File: src/rtl/mem_port_arbiter.sv
// mem_port_arbiter: shares one single-port memory between the fetch and data ports
// with data priority, anti-starvation for fetch and a memory timeout.
module mem_port_arbiter #(
  parameter int ADDR_W     = 32,
  parameter int DATA_W     = 32,
  parameter int STARVE_MAX = 4,
  parameter int TIMEOUT    = 15
) (
  input  logic              clk,
  input  logic              reset,
  input  logic              i_req,
  input  logic [ADDR_W-1:0] i_addr,
  output logic [DATA_W-1:0] i_rdata,
  output logic              i_done,
  input  logic              d_req,
  input  logic              d_we,
  input  logic [ADDR_W-1:0] d_addr,
  input  logic [DATA_W-1:0] d_wdata,
  output logic [DATA_W-1:0] d_rdata,
  output logic              d_done,
  output logic              m_req,
  output logic              m_we,
  output logic [ADDR_W-1:0] m_addr,
  output logic [DATA_W-1:0] m_wdata,
  input  logic [DATA_W-1:0] m_rdata,
  input  logic              m_ready,
  output logic              err_timeout,
  output logic              busy
);
  typedef enum logic [1:0] {IDLE, BUSY_I, BUSY_D, RESP} state_t;
  localparam int SW = $clog2(STARVE_MAX + 1);
  localparam int WW = $clog2(TIMEOUT + 1);
  state_t state, next_state;
  logic [SW-1:0] starve_cnt;
  logic [WW-1:0] wait_cnt;
  logic in_busy, grant_i, grant_d, timed_out, finish;
  always_comb begin
    in_busy    = state == BUSY_I || state == BUSY_D;
    grant_i    = state == IDLE && i_req && (!d_req || starve_cnt == SW'(STARVE_MAX));
    grant_d    = state == IDLE && d_req && !grant_i;
    timed_out  = wait_cnt == WW'(TIMEOUT - 1);
    finish     = in_busy && (m_ready || timed_out);
    next_state = grant_i ? BUSY_I : grant_d ? BUSY_D : finish ? RESP : state == RESP ? IDLE : state;
    busy       = state != IDLE;
  end
  always_ff @(posedge clk) begin
    if (!reset) state <= IDLE;
    else state <= next_state;
  end
  always_ff @(posedge clk) begin
    if (!reset) begin
      starve_cnt  <= '0;
      wait_cnt    <= '0;
      m_req       <= 1'b0;
      m_we        <= 1'b0;
      m_addr      <= '0;
      m_wdata     <= '0;
      i_rdata     <= '0;
      d_rdata     <= '0;
      i_done      <= 1'b0;
      d_done      <= 1'b0;
      err_timeout <= 1'b0;
    end else begin
      i_done      <= 1'b0;
      d_done      <= 1'b0;
      err_timeout <= 1'b0;
      wait_cnt    <= in_busy ? wait_cnt + 1'b1 : '0;
      if (grant_i || grant_d) begin
        m_req   <= 1'b1;
        m_we    <= grant_d && d_we;
        m_addr  <= grant_d ? d_addr : i_addr;
        m_wdata <= grant_d ? d_wdata : '0;
      end
      if (grant_i) starve_cnt <= '0;
      else if (grant_d && i_req && starve_cnt != SW'(STARVE_MAX)) starve_cnt <= starve_cnt + 1'b1;
      // m_ready on the timeout edge still completes the transaction normally
      if (finish) begin
        m_req       <= 1'b0;
        err_timeout <= !m_ready;
        if (state == BUSY_I) begin
          i_done  <= 1'b1;
          i_rdata <= m_ready ? m_rdata : '0;
        end else begin
          d_done <= 1'b1;
          if (!m_ready) d_rdata <= '0;
          else if (!m_we) d_rdata <= m_rdata;
        end
      end
    end
  end
endmodule

File: config.mk
export PLATFORM = sky130hd
export DESIGN_NAME = mem_port_arbiter
export DESIGN_NICKNAME = d
export VERILOG_FILES = /design/src/rtl/mem_port_arbiter.sv
export SDC_FILE = /design/constraint.sdc
export NUM_CORES = 1
export LEC_CHECK = 0
export BUFFER_PORTS_ARGS = -buffer_cell sky130_fd_sc_hd__buf_2
export CORE_UTILIZATION = 47
export DETAILED_ROUTE_END_ITERATION = 16
export PLACE_DENSITY = 0.78
export REMOVE_ABC_BUFFERS = 1
export SKIP_LAST_GASP = 1
export SYNTH_ARGS = -nofsm -noshare
export SYNTH_HDL_FRONTEND = slang
export SYNTH_SLANG_ARGS = --single-unit
File: constraint.sdc
create_clock -name clk -period 1.9 [get_ports clk]
set_clock_uncertainty 0.05 [all_clocks]
set_input_delay 0.38 -clock clk [delete_from_list [all_inputs] [get_ports clk]]
set_output_delay 0.38 -clock clk [all_outputs]
set_load 0.005 [all_outputs]
==> results of run 1 <==
==> through the flow <==
stage / setup TNS (ns) / cell area [um2]
after floorplan: -57.45 / 5434
after global placement: 0 / 7211
after detailed placement: 0 / 7211
after CTS: 0 / 7816
after global routing: 0 / 7820
final: 0 / 7820
==> flip-flops by register name (all words and copies together) (netlist names) <==
name and cells:
d_rdata 32, i_rdata 32, m_addr 32, m_wdata 32
wait_cnt 4, starve_cnt 3, state 2, d_done 1
err_timeout 1, i_done 1, m_req 1, m_we 1
==> synth_stat cells (all sizes together), types with 2 or more instances <==
cell type    n  area share
nand3       36       0.032
mux2i       64        0.11
inv          7      0.0046
ha           7       0.015
clkbuf      30       0.020
a32oi       33       0.050
a21oi        4      0.0035
o21ai       35       0.031
and2         5      0.0054
buf         31       0.034
a211oi      64       0.084
nand4        2      0.0022
nand2       70       0.046
nor2        73       0.048
dfxtp      142        0.49
==> layer usage <==
| layer | global-route usage | wire (um) | vias to the layer above |
|---|---|---|---|
| met1 | 0.3128 | 6787 | 2551 |
| met5 | 0 | 0 | - |
| met4 | 0.1031 | 418 | 0 |
| met2 | 0.4078 | 7642 | 286 |
| li1 | - | - | 2675 |
| met3 | 0.09665 | 1502 | 31 |
==> cells by family after synthesis <==
group,Yosys count
xor gates and xnor gates,2
and+or+nand+nor,190
adders and majority gates,7
buffers and inverters,68
DFF,142
muxes,64
AOI/OAI and AO/OA,141
==> final cells by class <==
type,instances,area [um2]
clock buffers,23,498.0
clock inverters,6,107.6
fillers,1003,4141
inverters,7,26.28
multi-input cells,404,2579
flip-flops and latches,142,2843
well taps,147,183.9
repair buffers,284,1583
==> worst register-to-register path: stages, from the launching register on <==
cell and delay (ns):
sky130_fd_sc_hd__dfxtp_1 0.33, sky130_fd_sc_hd__inv_1 0.06, sky130_fd_sc_hd__ha_1 0.16, sky130_fd_sc_hd__a31o_4 0.18, sky130_fd_sc_hd__and3_4 0.59, sky130_fd_sc_hd__mux2i_1 0.29
==> power breakdown <==
group | switching, mW | internal, mW
registers | 0.121 | 3.23
clock network | 1.21 | 2.21
logic | 0.844 | 0.676
total | 2.18 | 6.12
==> timing repair <==
| item | CTS | global route |
|---|---|---|
| endpoints found under the hold margin | 0 | 0 |
| resized for setup | 0 | 1 |
| setup endpoints to repair | 0 | 17 |
==> how the worst min path moves through the flow <==
stage / startpoint / end / slack, ns / cells after the start
finish: d_wdata[11] / m_wdata[11] / 0.17 / 3
global route: d_wdata[7] / m_wdata[7] / 0.16 / 3
CTS: d_wdata[20] / m_wdata[20] / 0.15 / 3
detailed placement: i_rdata[18] / i_rdata[18] / 0.39 / 2
global placement: i_rdata[21] / i_rdata[21] / 0.39 / 2
floorplan: wait_cnt[0] / wait_cnt[0] / 0.38 / 1
==> insert_results.sql, run 1 <==
INSERT INTO impl_metrics (metric_group, metric, value, unit) VALUES
('route', 'route.detailed.drc', '0', ''),
('yosys', 'postSynthRegisterBits', '142', ''),
('yosys', 'post_synth_fa_ha_maj_area_fraction', '0.01525', ''),
('timing', 'count_of_endpoints_failing_setup_in_the_final_report', '0', ''),
('timing', 'headroom_to_the_max_slew_limit', '0.6035', ''),
('timing', 'grt_setup_unrepaired', 'no', ''),
('global_routing', 'overflow', '0', ''),
('clocking', 'cts_tree', 'built', ''),
('worst_setup_path', 'max_stage_delay', '0.36', 'ns'),
('worst_setup_path', 'critical_path.startpoint', 'state[0]', ''),
('worst_setup_path', 'crit_required', '1.47', 'ns'),
('worst_setup_path', 'criticalPathCategory', 'reg -> out', ''),
('pwr', 'total_power', '8.295', 'mW'),
('pwr', 'vdd_drop_max', '0.6923', 'mV'),
('timing', 'portion_of_the_clock_cycle_consumed_by_the_worst_path_in_the_final_layout', '0.9156', ''),
('yosys', 'yosys_most_used_dff', 'sky130_fd_sc_hd__dfxtp_1', ''),
('clocking', 'number_of_buffers_inserted_during_clock_tree_synthesis', '17', ''),
('global_routing', 'first_global_vias', '5176', ''),
('worst_setup_path', 'timing.critical_path.from_type', 'flop', ''),
('worst_setup_path', 'critical-path-slowest-cell', 'sky130_fd_sc_hd__dfxtp_1', ''),
('finish', 'antennaDiodeCount', '0', ''),
('yosys', 'ys.warnings.count', '0', ''),
('die', 'count_of_standard_cell_rows', '40', ''),
('route', 'routedWlPerCell', '16.14', 'um'),
('placement', 'place.gp.congestion', '0.8025', ''),
('finish', 'most-common-layout-cells', 'sky130_fd_sc_hd__buf_2, sky130_fd_sc_hd__dfxtp_1, sky130_fd_sc_hd__nor2_1, sky130_fd_sc_hd__nand2_1', ''),
('run', 'cap_viol_max_count', '0', ''),
('timing', 'whs', '0.1701', 'ns'),
('status', 'outcome', 'completed', ''),
('worst_setup_path', 'minimum_setup_slack_among_reg_to_reg_paths', '0.17', 'ns'),
('timing', 'final-max-slew-violation-count', '0', ''),
('worst_setup_path', 'critPathCaptureType', 'output port', ''),
('route', 'drtAntennaViolNets', '0', ''),
('pwr', 'cellLeakagePower', '3.650', 'nW'),
('finish', 'final_net_count', '997', ''),
('die', 'floorplan.die.width', '112.5', 'um'),
('worst_setup_path', 'cp_data_arrival_time', '1.31', 'ns'),
('placement', 'dp.cells', '984', ''),
('worst_setup_path', 'reg2reg_from', 'wait_cnt[0]', ''),
('placement', 'dp.final_hpwl', '11040', 'um'),
('finish', 'areaGrowthSynthToFinish', '36.17', '%'),
('die', 'coreArea', '11960', 'um2'),
('yosys', 'avgSynthCellArea', '9.353', 'um2'),
('clocking', 'clockBufferDepth', '2', ''),
('yosys', 'area_fraction_in_and_or_nand_and_nor_cells_after_synthesis', '0.1392', ''),
('global_routing', 'initial_antenna_violation_count', '0', ''),
('yosys', 'synth_cell_type_count', '32', ''),
('die', 'dieArea', '12670', 'um2'),
('yosys', 'number_of_instances_in_the_synthesized_netlist', '614', ''),
('yosys', 'synthXorXnorAreaFrac', '0.003050', ''),
('yosys', 'async_flop_share', '0', ''),
('yosys', 'synth_sequential_area_ratio', '0.4950', ''),
('worst_setup_path', 'critical_path.n_buffers_inverters', '3', ''),
('clocking', 'post_cts_hold_buffer_count', '0', ''),
('clocking', 'cts_setup_buffers', '0', ''),
('timing', 'layout_min_cycle_time', '1.740', 'ns'),
('yosys', 'netlist_area', '5743', 'um2'),
('worst_setup_path', 'cpMostUsedCell', 'sky130_fd_sc_hd__inv_1', ''),
('clocking', 'h-tree-depth', '4', ''),
('route', 'detail_route.vias_per_cell', '5.472', ''),
('timing', 'max_clock_freq', '0.5749', 'GHz'),
('yosys', 'synth_compound_gate_area_share', '0.1776', ''),
('die', 'chipHeight', '112.5', 'um'),
('placement', 'port_buffers', '267', ''),
('die', 'num_io_pins', '268', ''),
('clocking', 'cts_root_buf', 'sky130_fd_sc_hd__clkbuf_16', ''),
('clocking', 'clk-insertion-delay-late', '0.41', 'ns'),
('placement', 'pre_cts_ws', '0.1405', 'ns'),
('yosys', 'synth_enable_flop_cells', '0', ''),
('route', 'dr.pass1.iters', '7', ''),
('global_routing', 'global_route.usage.total', '0.2564', '');
Power figures use the tool's default switching activity.
==> run 2, diff against run 1 <==
==> constraint.sdc (replaced) <==
create_clock -name clk -period 1.69 [get_ports clk]
set_clock_uncertainty 0.05 [all_clocks]
set_input_delay 0.338 -clock clk [delete_from_list [all_inputs] [get_ports clk]]
set_output_delay 0.338 -clock clk [all_outputs]
set_load 0.005 [all_outputs]
==> run 2 against run 1 <==
Compared with the run above: non-clock buffer count is 16 higher; largest power group unchanged; hold slack worse by 0.060 ns; worst setup slack worse by 0.11 ns; highest routed layer unchanged; global-route usage is 0.46 points higher; flip-flop and latch count stayed put; die area stayed put; combinational power is 31% higher; register-to-register slack worse by 0.12 ns; core utilization is 3.4 points higher; clock power is 23% higher; routed wire length is 6.1% higher.
==> insert_results.sql, run 2 (same netlist as run 1, synthesis figures left out) <==
INSERT INTO impl_metrics (metric_group, metric, value, unit) VALUES
('worst_setup_path', 'cp_data_arrival_time', '1.87', 'ns'),
('worst_setup_path', 'minimum_setup_slack_among_reg_to_reg_paths', '0.05', 'ns'),
('route', 'drtAntennaViolNets', '0', ''),
('worst_setup_path', 'chain_of_cells_forming_the_critical_path', 'inv_1 -> ha_2 -> nand3_4 -> buf_12 -> a211oi_1 -> a211oi_1', ''),
('finish', 'layout.area.seq', '2844', 'um2'),
('clocking', 'clockBufferDepth', '2', ''),
('worst_setup_path', 'ff2ff_path_depth', '6', ''),
('worst_setup_path', 'critical_path.startpoint', 'starve_cnt[0]', ''),
('timing', 'final-max-slew-violation-count', '0', ''),
('pwr', 'vdd_drop_max', '1.036', 'mV'),
('placement', 'port_buffers', '267', ''),
('die', 'floorplan.initialDensity', '0.4801', ''),
('timing', 'fin_tns_setup', '0', 'ns'),
('finish', 'most-common-layout-cells', 'sky130_fd_sc_hd__buf_2, sky130_fd_sc_hd__dfxtp_1, sky130_fd_sc_hd__nor2_1, sky130_fd_sc_hd__nand2_1, sky130_fd_sc_hd__mux2i_1', ''),
('worst_setup_path', 'critPathCaptureType', 'flop', ''),
('worst_setup_path', 'critical_path_peak_fanout', '42', ''),
('finish', 'final_net_count', '1013', ''),
('timing', 'layout_min_cycle_time', '1.635', 'ns'),
('worst_setup_path', 'crit_required', '1.93', 'ns'),
('clocking', 'cts_root_buf', 'sky130_fd_sc_hd__clkbuf_16', ''),
('die', 'num_io_pins', '268', ''),
('worst_setup_path', 'worstSetupEndpoint', 'm_addr[24]', ''),
('placement', 'placedInstanceArea', '7286', 'um2'),
('worst_setup_path', 'critical-path-slowest-cell', 'sky130_fd_sc_hd__a211oi_1', ''),
('worst_setup_path', 'timing.critical_path.from_type', 'flop', ''),
('worst_setup_path', 'max_stage_delay', '0.33', 'ns'),
('worst_setup_path', 'criticalPathCategory', 'reg -> reg', ''),
('worst_setup_path', 'reg2reg_from', 'starve_cnt[0]', ''),
('route', 'dr.pass1.iters', '7', ''),
('finish', 'areaGrowthSynthToFinish', '43.27', '%'),
('global_routing', 'global_route.usage.total', '0.2609', ''),
('route', 'initialDrtViolationCount', '478', ''),
('timing', 'max_clock_freq', '0.6116', 'GHz'),
('clocking', 'h-tree-depth', '4', ''),
('global_routing', 'grt_start_max_net_pins', '56', ''),
('finish', 'multiInputGateArea', '2664', 'um2'),
('worst_setup_path', 'critical_path.n_buffers_inverters', '2', ''),
('timing', 'worst-slew-pin-transition', '0.3580', 'ns'),
('die', 'dieArea', '12670', 'um2'),
('finish', 'final_layout_size_suffix_gt1_frac', '0.4000', ''),
('global_routing', 'first_global_vias', '5136', ''),
('worst_hold_path', 'worst_hold_path_type', 'in -> reg', ''),
('global_routing', 'overflow', '0', ''),
('die', 'coreArea', '11960', 'um2'),
('finish', 'fillers', '928', ''),
('timing', 'portion_of_the_clock_cycle_consumed_by_the_worst_path_in_the_final_layout', '0.9676', ''),
('worst_setup_path', 'cp.depth', '6', ''),
('global_routing', 'initial_antenna_violation_count', '0', ''),
('finish', 'mostFrequentLayoutCell', 'sky130_fd_sc_hd__buf_2', ''),
('clocking', 'cts_tree', 'built', ''),
('clocking', 'cts.clk_slew.worst_paths', '0.06', 'ns'),
('placement', 'dp.final_hpwl', '11330', 'um'),
('worst_setup_path', 'worst_r2r_endpoint', 'm_addr[24]', ''),
('timing', 'count_of_endpoints_failing_setup_in_the_final_report', '0', ''),
('route', 'route.detailed.drc', '0', ''),
('timing', 'hold_violations', '0', ''),
('worst_setup_path', 'cpLargestDelayFamily', 'compound AO/OA/AOI/OAI gates', ''),
('route', 'vias', '5684', ''),
('route', 'route.final.wire_length', '17350', 'um'),
('route', 'routedWlPerCell', '16.82', 'um'),
('timing', 'headroom_to_the_max_slew_limit', '0.7613', ''),
('placement', 'place.gp.congestion', '0.8017', ''),
('route', 'detail_route.vias_per_cell', '5.508', ''),
('finish', 'antennaDiodeCount', '0', ''),
('global_routing', 'grt_pass1_wl', '26200', 'um'),
('pwr', 'power.density_cell_area', '1213', 'nW/um2'),
('clocking', 'number_of_buffers_inserted_during_clock_tree_synthesis', '17', ''),
('die', 'chipHeight', '112.5', 'um'),
('finish', 'design_area', '8228', 'um2'),
('finish', 'finalCoreUtilization', '0.6879', ''),
('die', 'floorplan.die.width', '112.5', 'um'),
('pwr', 'cellLeakagePower', '3.818', 'nW'),
('die', 'count_of_standard_cell_rows', '40', ''),
('clocking', 'clk-insertion-delay-late', '0.41', 'ns'),
('clocking', 'tritoncts_num_sinks', '142', ''),
('worst_setup_path', 'cpMostUsedCell', 'sky130_fd_sc_hd__a211oi_1', ''),
('status', 'outcome', 'completed', ''),
('run', 'cap_viol_max_count', '0', '');
==> run 2: where the power goes <==
| part | switching (mW) | internal, mW |
|---|---|---|
| Clock | 1.40 | 2.82 |
| Combinational | 1.05 | 0.941 |
| Sequential | 0.141 | 3.63 |
==> run 2: what timing repair did <==
action / in CTS / in global routing
pin swaps: 0 / 1
buffers inserted: 0 / 6
cloned: 0 / 5
hold buffers: 0 / 0
resized for setup: 1 / 23
endpoints found under the setup margin: 8 / 48
==> run 2: how the worst min path moves through the flow <==
stage / from / endpoint / cells after the start
4_1_cts: m_ready / err_timeout / 2
5_1_grt: m_ready / err_timeout / 2
3_5_place_dp: i_rdata[27] / i_rdata[27] / 2
2_1_floorplan: m_ready / err_timeout / 1
6_report: m_ready / err_timeout / 2
3_3_place_gp: i_rdata[12] / i_rdata[12] / 2
==> run 2: metal layers <==
| layer | GRT usage | up-vias | wire [um] |
|---|---|---|---|
| li1 | - | 2716 | - |
| met3 | 0.08423 | 39 | 1425 |
| met5 | 0 | - | 0 |
| met1 | 0.3089 | 2664 | 7123 |
| met4 | 0.1227 | 0 | 482 |
| met2 | 0.4288 | 265 | 8322 |
==> run 2: final cells by class <==
type | instances | share of cell area
clock buffers | 23 | 0.06052
multi-input cells | 404 | 0.3238
well taps | 147 | 0.02235
clock inverters | 9 | 0.02175
flip-flops and latches | 142 | 0.3457
inverters | 7 | 0.003193
repair buffers | 300 | 0.2228
==> run 2: worst register-to-register path, stage by stage (launching register included) <==
cell                       delay (ns)
sky130_fd_sc_hd__dfxtp_1         0.32
sky130_fd_sc_hd__inv_1           0.08
sky130_fd_sc_hd__ha_2            0.22
sky130_fd_sc_hd__nand3_4         0.17
sky130_fd_sc_hd__buf_12          0.24
sky130_fd_sc_hd__a211oi_1        0.35
sky130_fd_sc_hd__a211oi_1        0.09
==> run 2: stage by stage <==
stage               power (mW)  hold WS [ns]  setup slack (ns)  instances
floorplan                4.656        0.3604            -1.418        553
global placement         5.504        0.3895           0.06460        989
finish                   9.983        0.1100           0.05483       1032
global route             10.39        0.1091          -0.02284       1032
detailed placement       5.533        0.3954          -0.04176        989
CTS                      9.745       0.09143          0.005357       1021
